File: src/rtl/std_countones_seq.sv
// std_countones_seq: sequential popcount, one CW-bit chunk per cycle.
// Ports: i_valid/o_ready/i_data in, o_valid/i_ready/o_ones out, o_busy.
module std_countones_seq #(
  parameter int W  = 64,
  parameter int CW = 16
) (
  input  logic                              i_clk,
  input  logic                              i_rst,
  input  logic                              i_valid,
  output logic                              o_ready,
  input  logic [W-1:0]                      i_data,
  output logic                              o_valid,
  input  logic                              i_ready,
  output logic [(W > 1 ? $clog2(W)+1 : 1)-1:0] o_ones,
  output logic                              o_busy
);

  localparam int NCHUNK = (W + CW - 1) / CW;
  localparam int CLOGW  = (W > 1) ? $clog2(W) + 1 : 1;
  localparam int PCW    = (CW > 1) ? $clog2(CW) + 1 : 1;
  localparam int IW     = (NCHUNK > 1) ? $clog2(NCHUNK) : 1;
  localparam int SW     = NCHUNK * CW;

  typedef enum logic [1:0] {
    IDLE,
    COUNT,
    DONE
  } state_t;

  state_t           state_q, state_d;
  logic [SW-1:0]    shadow_q, shadow_d;
  logic [CLOGW-1:0] acc_q, acc_d;
  logic [IW-1:0]    idx_q, idx_d;

  logic [CW-1:0]    chunk;
  logic [PCW-1:0]   chunk_ones;
  logic             last;

  // Single shared counting slice, steered by the chunk index.
  assign chunk = CW'(shadow_q >> (int'(idx_q) * CW));
  assign last  = (idx_q == IW'(NCHUNK - 1));

  always_comb begin
    chunk_ones = '0;
    for (int i = 0; i < CW; i++) begin
      chunk_ones = chunk_ones + PCW'(chunk[i]);
    end
  end

  always_comb begin
    state_d  = state_q;
    shadow_d = shadow_q;
    acc_d    = acc_q;
    idx_d    = idx_q;
    unique case (state_q)
      IDLE: begin
        if (i_valid) begin
          // Zero-extension keeps the padding of the last chunk at 0.
          shadow_d = SW'(i_data);
          acc_d    = '0;
          idx_d    = '0;
          state_d  = COUNT;
        end
      end
      COUNT: begin
        acc_d = acc_q + CLOGW'(chunk_ones);
        if (last) begin
          state_d = DONE;
        end else begin
          idx_d = idx_q + 1'b1;
        end
      end
      DONE: begin
        if (i_ready) begin
          state_d = IDLE;
        end
      end
      default: state_d = IDLE;
    endcase
  end

  always_ff @(posedge i_clk or posedge i_rst) begin
    if (i_rst) begin
      state_q  <= IDLE;
      shadow_q <= '0;
      acc_q    <= '0;
      idx_q    <= '0;
    end else begin
      state_q  <= state_d;
      shadow_q <= shadow_d;
      acc_q    <= acc_d;
      idx_q    <= idx_d;
    end
  end

  // Outputs decode from state only; no path from i_valid/i_ready.
  assign o_ready = (state_q == IDLE);
  assign o_valid = (state_q == DONE);
  assign o_busy  = (state_q != IDLE);
  assign o_ones  = o_valid ? acc_q : '0;

endmodule

File: config.mk
export PLATFORM = sky130hd
export DESIGN_NAME = std_countones_seq
export DESIGN_NICKNAME = d
export VERILOG_FILES = /design/src/rtl/std_countones_seq.sv
export SDC_FILE = /design/constraint.sdc
export NUM_CORES = 1
export LEC_CHECK = 0
export ABC_AREA = 0
export BUFFER_PORTS_ARGS = -buffer_cell sky130_fd_sc_hd__clkbuf_2
export CAP_MARGIN = 20
export CORE_MARGIN = 1
export CORE_UTILIZATION = 45
export DETAILED_ROUTE_END_ITERATION = 6
export GPL_TIMING_DRIVEN = 0
export PLACE_DENSITY = 0.75
export REMOVE_ABC_BUFFERS = 1
export SLEW_MARGIN = 10
export SYNTH_ARGS = -nofsm -noshare
export SYNTH_HDL_FRONTEND = slang
export SYNTH_SLANG_ARGS = --single-unit
File: constraint.sdc
create_clock -name i_clk -period 6.05 [get_ports i_clk]
set_clock_uncertainty 0.05 [all_clocks]
set_input_delay 0.9075 -clock i_clk [delete_from_list [all_inputs] [get_ports i_clk]]
set_output_delay 0.9075 -clock i_clk [all_outputs]
set_load 0.005 [all_outputs]
* Yosys cells after proc, flatten, opt, wreduce, memory -nomap -nowiden
Cells that the tools add are included.
** Word-level totals
- Flip-flop bits (word level) :: 75
- Logic and storage cells :: 46
- Bits of input ports :: 68
- Memory bits (writable) :: 0
- Memories kept :: 0
- Output and inout bits :: 10
- Bits in read-only memories :: 0
- Bits in latches :: 0
** Cells by class
- Bitwise logic cells :: 0
- Multiplexer cells :: 10
- $mul :: 0
- Reduce and logical (&&, ||, !) cells :: 7
- Equal/unequal tests :: 7
- Divide/modulo/power cells :: 0
- Add/subtract/negate cells :: 17
- $lt $le $gt $ge :: 0
- Shifts and indexed selects :: 1
** Operator list (count)
- $shr A64 B6 Y16 :: 1
- $add A5 B1 Y5 :: 11
- $mux W7 :: 2
- $pmux W7 S2 :: 1
- $mux W2 :: 5
- $add A7 B5 Y7 :: 1
- $ne A2 B2 Y1 const B :: 3
- $pmux W2 S3 :: 1
- $reduce_and A3 Y1 :: 2
- $add A4 B1 Y5 :: 1
- $add A3 B1 Y4 :: 1
- $eq A2 B2 Y1 const B :: 2
- $pmux W2 S2 :: 1
- $reduce_and A2 Y1 :: 2
- $reduce_bool A2 Y1 :: 2
- $add A2 B1 Y3 :: 1
- $add A1 B1 Y2 :: 1
- $add A2 B1 Y2 const B :: 1
- $eq A2 B1 Y1 const B :: 1
- $logic_not A2 Y1 :: 1
- $ne A2 B1 Y1 const B :: 1

* Longest topological paths before layout
Gate-level depths: netlist of the first run.
- Depth in word-level cells :: 18
- Mapped depth :: 15
- Mapped depth without buffers :: 14

* Worst setup path before layout of the first run
Ideal clock, no wire load.
- Path kind :: reg-to-reg
- From :: register idx_q[0]
- To :: register acc_q[6]
- Buffers on the path :: 2
- Data required time :: 5.872 ns
- Data arrival time :: 4.599 ns
- Slack :: 1.274 ns
- Library setup time :: 0.128 ns
- Period minus slack after synthesis :: 4.776 ns
- Stages on the path, launching flop included :: 15
- Path through :: dfrtp_1 buf_6 buf_12 mux4_2 fa_1 fa_1 fa_1 inv_1 fa_1 fa_1 fa_1 nand2b_1 a21oi_1 o211ai_1 mux2i_1
** On the way
- Cells in the longest elaborated chain, start to end :: 18
** Ends and longest elaborated chain
- start, declared :: RTL line 33 : logic [IW-1:0] idx_q, idx_d;
- start signal, assigned :: RTL line 92 : idx_q <= idx_d;
- $shr A64 B6 Y16 * :: RTL line 40 : assign chunk = CW'(shadow_q >> (int'(idx_q) * CW));
- $add A1 B1 Y2 :: RTL line 46 : chunk_ones = chunk_ones + PCW'(chunk[i]);
- $add A2 B1 Y3 :: RTL line 46
- $add A3 B1 Y4 :: RTL line 46
- $add A4 B1 Y5 :: RTL line 46
- $add A5 B1 Y5 (10 in a row) :: RTL line 46
- $add A5 B1 Y5 * :: RTL line 46
- $add A7 B5 Y7 * :: RTL line 66 : acc_d = acc_q + CLOGW'(chunk_ones);
- $pmux W7 S2 * :: RTL line 55 : unique case (state_q)
- end signal, assigned :: RTL line 86 : acc_q <= '0;
- end signal, assigned :: RTL line 91 : acc_q <= acc_d;
- end, declared :: RTL line 32 : logic [CLOGW-1:0] acc_q, acc_d;
Every way passes the cells marked *; elsewhere a longest branch is shown, timed or not.
A chain may end at the register's enable or synchronous reset.

* Final worst setup path of the first run
Same ends and word-level chain as after synthesis.

==> results of run 1 <==
-- flip-flops by register name, indices dropped and copies added (netlist names) --
register  flops
state_q       2
shadow_q     64
idx_q         2
acc_q         7
-- synth_stat cells --
library cell | number | area [µm²]
o31ai_1 | 1 | 7.51
fa_1 | 12 | 240
xnor2_1 | 1 | 8.76
a21oi_1 | 4 | 20.0
buf_12 | 1 | 20.0
nor2b_1 | 2 | 12.5
nand2b_1 | 3 | 18.8
nand2_2 | 1 | 6.26
nor2_4 | 1 | 11.3
o211ai_1 | 1 | 7.51
clkbuf_1 | 6 | 22.5
buf_2 | 5 | 25.0
a22o_1 | 2 | 17.5
o21ai_1 | 1 | 5.00
ha_1 | 9 | 113
mux4_1 | 7 | 184
and2_4 | 1 | 8.76
a211oi_1 | 1 | 7.51
mux2_2 | 1 | 11.3
a32o_1 | 1 | 10.0
and2_1 | 7 | 43.8
inv_1 | 26 | 97.6
a21o_1 | 1 | 7.51
mux2i_1 | 2 | 20.0
nor2_1 | 7 | 26.3
nand3_1 | 4 | 20.0
dfrtp_1 | 75 | 1880
buf_6 | 8 | 90.1
o21ai_0 | 4 | 20.0
nand2_1 | 195 | 732
mux4_2 | 9 | 203
-- kinds of logic (layout without fill, tap and decap cells) --
logic type / after synthesis / count (layout)
compound gates: 16 / 16
xor+xnor: 1 / 1
simple gates: 221 / 221
buf+inv: 46 / 122
mux: 19 / 19
fa+ha+maj: 21 / 21
flops: 75 / 75
-- routing by layer --
| layer | part of all wire | wire [µm] | up-vias |
|---|---|---|---|
| met5 | 0 | 0 | - |
| met4 | 0.014 | 108 | 0 |
| met3 | 0.044 | 327 | 8 |
| met2 | 0.47 | 3540 | 60 |
| met1 | 0.47 | 3490 | 1317 |
| li1 | - | - | 1396 |
-- final timing paths --
| kind | depth (start not counted) | end | start | slack [ns] |
|---|---|---|---|---|
| worst min-delay path | 2 | shadow_q[0]$_DFFE_PP0P_ | shadow_q[0]$_DFFE_PP0P_ | 0.42 |
| max in group asynchronous | 3 | state_q[1]$_DFFE_PP0P_ | i_rst | 4.91 |
| worst max-delay path | 13 | acc_q[6]$_DFFE_PP0P_ | idx_q[0]$_DFFE_PP0P_ | 0.72 |
| worst min register to register | 2 | shadow_q[0]$_DFFE_PP0P_ | shadow_q[0]$_DFFE_PP0P_ | 0.42 |
| worst max register to register | 13 | acc_q[6]$_DFFE_PP0P_ | idx_q[0]$_DFFE_PP0P_ | 0.72 |
| min in group asynchronous | 2 | shadow_q[61]$_DFFE_PP0P_ | i_rst | 0.48 |
-- tightest hold or removal path, cell delays in order, from the launching register on --
cell     delay [ns]
dfrtp_1        0.34
nand2_1        0.05
nand2_1        0.05
-- final cells by class --
cell class / count / area, µm²
well taps: 105 / 131
repair buffers: 80 / 440
clock inverters: 7 / 77.6
clock buffers: 9 / 124
multi-input cells: 278 / 1760
fillers: 783 / 3790
flip-flops and latches: 75 / 1880
inverters: 26 / 100
-- metrics by stage --
stage          setup WS, ns   util  hold WS [ns]
5_1_grt               0.502  0.544         0.445
3_5_place_dp          0.478  0.518         0.407
6_report              0.723  0.544         0.420
2_1_floorplan         0.981      -         0.387
3_3_place_gp          0.465  0.512         0.400
4_1_cts               0.436  0.542         0.427
==> metrics.md, run 1 <==
| Metric | Value |
|---|---|
| Initial drt markers | `87` |
| Sequential fraction of the synthesis area | `0.482` |
| Crit-path slowest cell | `dfrtp_1` |
| Die W | `95.0 µm` |
| Antenna cells | `0` |
| # Post-CTS Setup Buffers | `0` |
| Unrepaired setup endpoints after global routing | `no` |
| Max-cap violations | `0` |
| Post-synthesis mux area share | `0.107` |
| CP required | `approximately 6.2 ns` |
| I/O Pins | `78` |
| Crit path buf inv count | `2` |
| Mapped Area | `3890 µm²` |
| CTS Hold Buffers Added | `0` |
| Row Count | `33` |
| HP Class | `reg2reg` |
| Gr usage total | `0.196` |
| Overflow after GRT | `0` |
| DRC viols | `0` |
| Clock Tree Buf Depth | `2` |
| Commonest non-fill, non-tap cell in the layout | `nand2_1` |
| Most frequent cells in the layout | `nand2_1, clkbuf_2, dfrtp_1, inv_1, fa_1` |
| Max_slew headroom | `0.462` |
| Fin cells | `between 500 and 600` |
| Synth warn | `0` |
| Final Hold Vio Count | `0` |
| Flops & latches, synth | `75` |
| Post-route setup TNS | `0 ns` |
| Clock buffer count from CTS | `9` |
| Initial antenna violation count | `0` |
| Status | `finished clean` |
| Final wirelength | `7470 µm` |
| Vias per inst | `4.79` |
| Setup-violating endpoint count in the final report | `0` |
| # clock sinks | `75` |
| Crit path capture type | `register` |
| Routed len/inst | `around 13 µm` |
| Placed Cells | `563` |
| Post-layout minimum cycle time | `between 5 and 6 ns` |
| Clock Latency Late Sink | `roughly 0.35 ns` |
| Crit-path max cell delay | `approximately 0.7 ns` |
| Initial DRT Pass Iterations | `4` |
| Worst-Margin Slew | `0.807 ns` |
| Grt met1 use | `0.258` |
| Final Slew Violations | `0` |
| CTS tree | `done` |
| Busiest grt layer | `met2` |
| Largest net degree at the start of global routing | `66` |
| P&R area growth vs syn | `15.9%` |
| First-pass GRT wire length | `13200 µm` |
| Worst-path maximum fanout | `10` |
| Worst Setup Path Type | `reg2reg` |
| Part of the cycle the worst path needs | `0.880` |
| M2 GR Usage | `0.317` |
| CP Cell Sequence | `buf_8 > mux4_2 > fa_1 > fa_1 > fa_1 > inv_1 > fa_1 > fa_1 > fa_1 > nand2b_1 > a21oi_1 > o211ai_1 > mux2i_1` |
| Detail Placement HPWL | `5290 µm` |
| Max Clock Freq | `188 MHz` |
| Die Y | `about 95 µm` |
| Placed cell area | `4300 µm²` |
| Met3 usage | `0.0494` |
| Final GP Congestion | `~0.79` |
| Post_cts resized | `0` |
| Clock slew at reported path FFs | `~0.080 ns` |
| Die footprint | `approximately 9000 µm²` |
| I/O Buffers | `between 70 and 80` |
| Cell mode on critical path | `fa_1` |
| Post-Synth Adder-Cell Area | `0.0906` |
| Syn_area_per_cell | `just under 10 µm²` |
| Initial core utilization | `0.469` |
| Post-Layout Inst Area | `4510 µm²` |
| Nets | `559` |
| Critical Path AT | `roughly 5.5 ns` |
| Vias in the first global route | `a little under 3000` |
| Synth unique cells | `31` |
| Post-Synth Simple-Gate Area | `0.226` |
| Synth Instances | `approximately 400` |
| Xor/xnor cell area share of the yosys netlist | `0.00225` |
| Compound-gate portion of the synthesized area | `0.0263` |
| Via count | `2781` |
| Root buf cell | `clkbuf_8` |
| Combinational family with the most area after synthesis | `simple AND/OR/NAND/NOR gates` |
| DRT antenna net count | `0` |
| CP top delay family | `adder cells` |
| Core ar. | `8300 µm²` |
| Layout cells sized above 1 | `0.232` |
| Depth of the CTS H-tree | `3` |
| Worst setup SP type | `register` |
Power of run 1 is left out: the tool's default activity adds up to more than one toggle a clock period on the data nets, which glitch-free logic cannot reach.
==> run 2: changes to the inputs <==
--- a/config.mk
+++ b/config.mk
@@ -8,6 +8,7 @@
 export ABC_AREA = 0
 export BUFFER_PORTS_ARGS = -buffer_cell sky130_fd_sc_hd__clkbuf_2
 export CAP_MARGIN = 20
+export CORE_ASPECT_RATIO = 0.8
 export CORE_MARGIN = 1
 export CORE_UTILIZATION = 45
 export DETAILED_ROUTE_END_ITERATION = 6
==> metrics.md, run 2 (synthesized netlist as in run 1, its figures left out) <==
| Metric | Value |
|---|---|
| Die W | `106 µm (+12%)` |
| Final WS setup | `0.719 ns (-0.00424 ns)` |
| Vias in the first global route | `2873 (-0.62%)` |
| Final wirelength | `7760 µm (+3.9%)` |
| Depth of the CTS H-tree | `3 (unchanged)` |
| Final Hold Vio Count | `0 (unchanged)` |
| Largest Register | `shadow_q` |
| Die Y | `85.2 µm (-10%)` |
| Initial core utilization | `0.477 (+0.00777)` |
| Fin util | `0.559 (+0.0151)` |
| Met3 usage | `0.0515 (+0.00202)` |
| Grt met1 use | `0.255 (-0.00257)` |
| Part of the cycle the worst path needs | `0.881 (about the same)` |
| First-pass GRT wire length | `13400 µm (+1.4%)` |
| Final Slew Violations | `0 (unchanged)` |
| DRC viols | `0 (unchanged)` |
| Routed len/inst | `13.3 µm (+3.4%)` |
| Antenna cells | `0 (unchanged)` |
| Post_cts resized | `0 (unchanged)` |
| Setup crit start | `idx_q[0]$_DFFE_PP0P_` |
| DRT antenna net count | `0 (unchanged)` |
| Clock Latency Late Sink | `0.35 ns (about the same)` |
| Multi-input logic area | `1760 µm² (unchanged)` |
| M2 GR Usage | `0.321 (+0.00431)` |
| Die footprint | `9030 µm² (about the same)` |
| Overflow after GRT | `0 (unchanged)` |
| Largest net degree at the start of global routing | `67 (+1.5%)` |
| CTS Hold Buffers Added | `0 (unchanged)` |
| Initial antenna violation count | `0 (unchanged)` |
| I/O Buffers | `77 (unchanged)` |
| Busiest grt layer | `met2` |
| Most frequent cells in the layout | `nand2_1, clkbuf_2, dfrtp_1, inv_1, fa_1` |
| CTS tree | `done` |
| Post-place setup slack | `0.335 ns (-0.143 ns)` |
| Layout cells sized above 1 | `0.229 (-0.00211)` |
| Commonest non-fill, non-tap cell in the layout | `nand2_1` |
| Gr usage total | `0.194 (-0.00207)` |
| HP Class | `in2async` |
| Vias per inst | `4.83 (+0.77%)` |
| Unrepaired setup endpoints after global routing | `no` |
| Post-layout minimum cycle time | `5.33 ns (+0.00424 ns)` |
| Layout filler cell count | `775 (-1.0%)` |
| Top flop regs | `shadow_q: 64 flops, acc_q: 7 flops` |
| Root buf cell | `clkbuf_8` |
| Status | `finished clean` |
| Fin cells | `583 (+0.52%)` |
| Post-route setup TNS | `0 ns (unchanged)` |
| Worst r2r src | `idx_q[0]$_DFFE_PP0P_` |
| Worst-Margin Slew | `0.895 ns (+0.0886 ns)` |
| Clock Tree Buf Depth | `2 (unchanged)` |
| I/O Pins | `78 (unchanged)` |
| Number of flip-flops under the largest register name | `64 (unchanged)` |
| Reg area | `1880 µm² (unchanged)` |
| Max-cap violations | `0 (unchanged)` |
| Critical Path AT | `5.51 ns (about the same)` |
| Crit path capture type | `register` |
| Max Clock Freq | `188 MHz (about the same)` |
| # Post-CTS Setup Buffers | `0 (unchanged)` |
| Worst setup SP type | `register` |
| Clock slew at reported path FFs | `0.08 ns (about the same)` |
| # clock sinks | `75 (unchanged)` |
| Worst Setup Path Type | `reg2reg` |
| Clock buffer count from CTS | `9 (unchanged)` |
| Setup-violating endpoint count in the final report | `0 (unchanged)` |
| Row Count | `29 (-12%)` |
| Detail Placement HPWL | `5270 µm (-0.45%)` |
| Via count | `2817 (+1.3%)` |
| CP required | `6.23 ns (about the same)` |
| P&R area growth vs syn | `17.2%` |
| Placed Cells | `566 (+0.53%)` |
| Initial DRT Pass Iterations | `4 (unchanged)` |
| Nets | `559 (unchanged)` |
| Max_slew headroom | `0.403 (-0.0591)` |
| Initial drt markers | `149 (+71%)` |
| Final GP Congestion | `0.793 (about the same)` |
| Core ar. | `8160 µm² (-1.6%)` |
| Worst-path maximum fanout | `11 (+1)` |
==> run 2: changes by cell type in the layout (fill, tap and decap cells not counted) <==
| cell | before | now |
|---|---|---|
| clkinv_4 | 3 | 0 |
| buf_16 | 0 | 2 |
| clkbuf_8 | 9 | 11 |
| buf_12 | 2 | 1 |
| buf_8 | 1 | 0 |
| bufinv_16 | 1 | 2 |
| clkbuf_1 | 0 | 1 |
| inv_6 | 1 | 0 |
==> run 2: worst paths after layout <==
path | depth (start not counted) | to | slack (ns)
min reg2reg | 2 | shadow_q[49]$_DFFE_PP0P_ | 0.42
max in group asynchronous | 3 | shadow_q[34]$_DFFE_PP0P_ | 5.01
max | 13 | acc_q[6]$_DFFE_PP0P_ | 0.72
min | 2 | shadow_q[4]$_DFFE_PP0P_ | 0.40
min in group i_clk | 2 | shadow_q[49]$_DFFE_PP0P_ | 0.42
max reg2reg | 13 | acc_q[6]$_DFFE_PP0P_ | 0.72
==> run 2: critical path, stage by stage, from the launching register on <==
cell      delay (ns)
dfrtp_1         0.71
buf_16          0.22
mux4_2          0.53
fa_1            0.56
fa_1            0.45
fa_1            0.54
inv_1           0.07
fa_1            0.52
fa_1            0.46
fa_1            0.39
nand2b_1        0.20
a21oi_1         0.24
o211ai_1        0.13
mux2i_1         0.14
==> run 2: cell type report <==
cell class                      count  share of cell area
Clock buffer                       12              0.0340
Multi-Input combinational cell    278               0.386
Clock inverter                      4              0.0159
Timing Repair Buffer               80               0.101
Sequential cell                    75               0.411
Inverter                           26              0.0219
Tap cell                          108              0.0296
==> run 2: metal layers <==
layer	wire, µm	vias to the layer above
met5	0	-
met4	87	0
met3	424	11
met2	3740	80
met1	3520	1328
li1	-	1398
==> run 2: per-stage QoR <==
stage	instance area [µm²]	hold WS [ns]
2_1_floorplan	3740	0.387
3_3_place_gp	4260	0.400
3_5_place_dp	4310	0.405
4_1_cts	4530	0.386
5_1_grt	4560	0.387
6_report	4560	0.397
Power of run 2 is left out for the same reason.
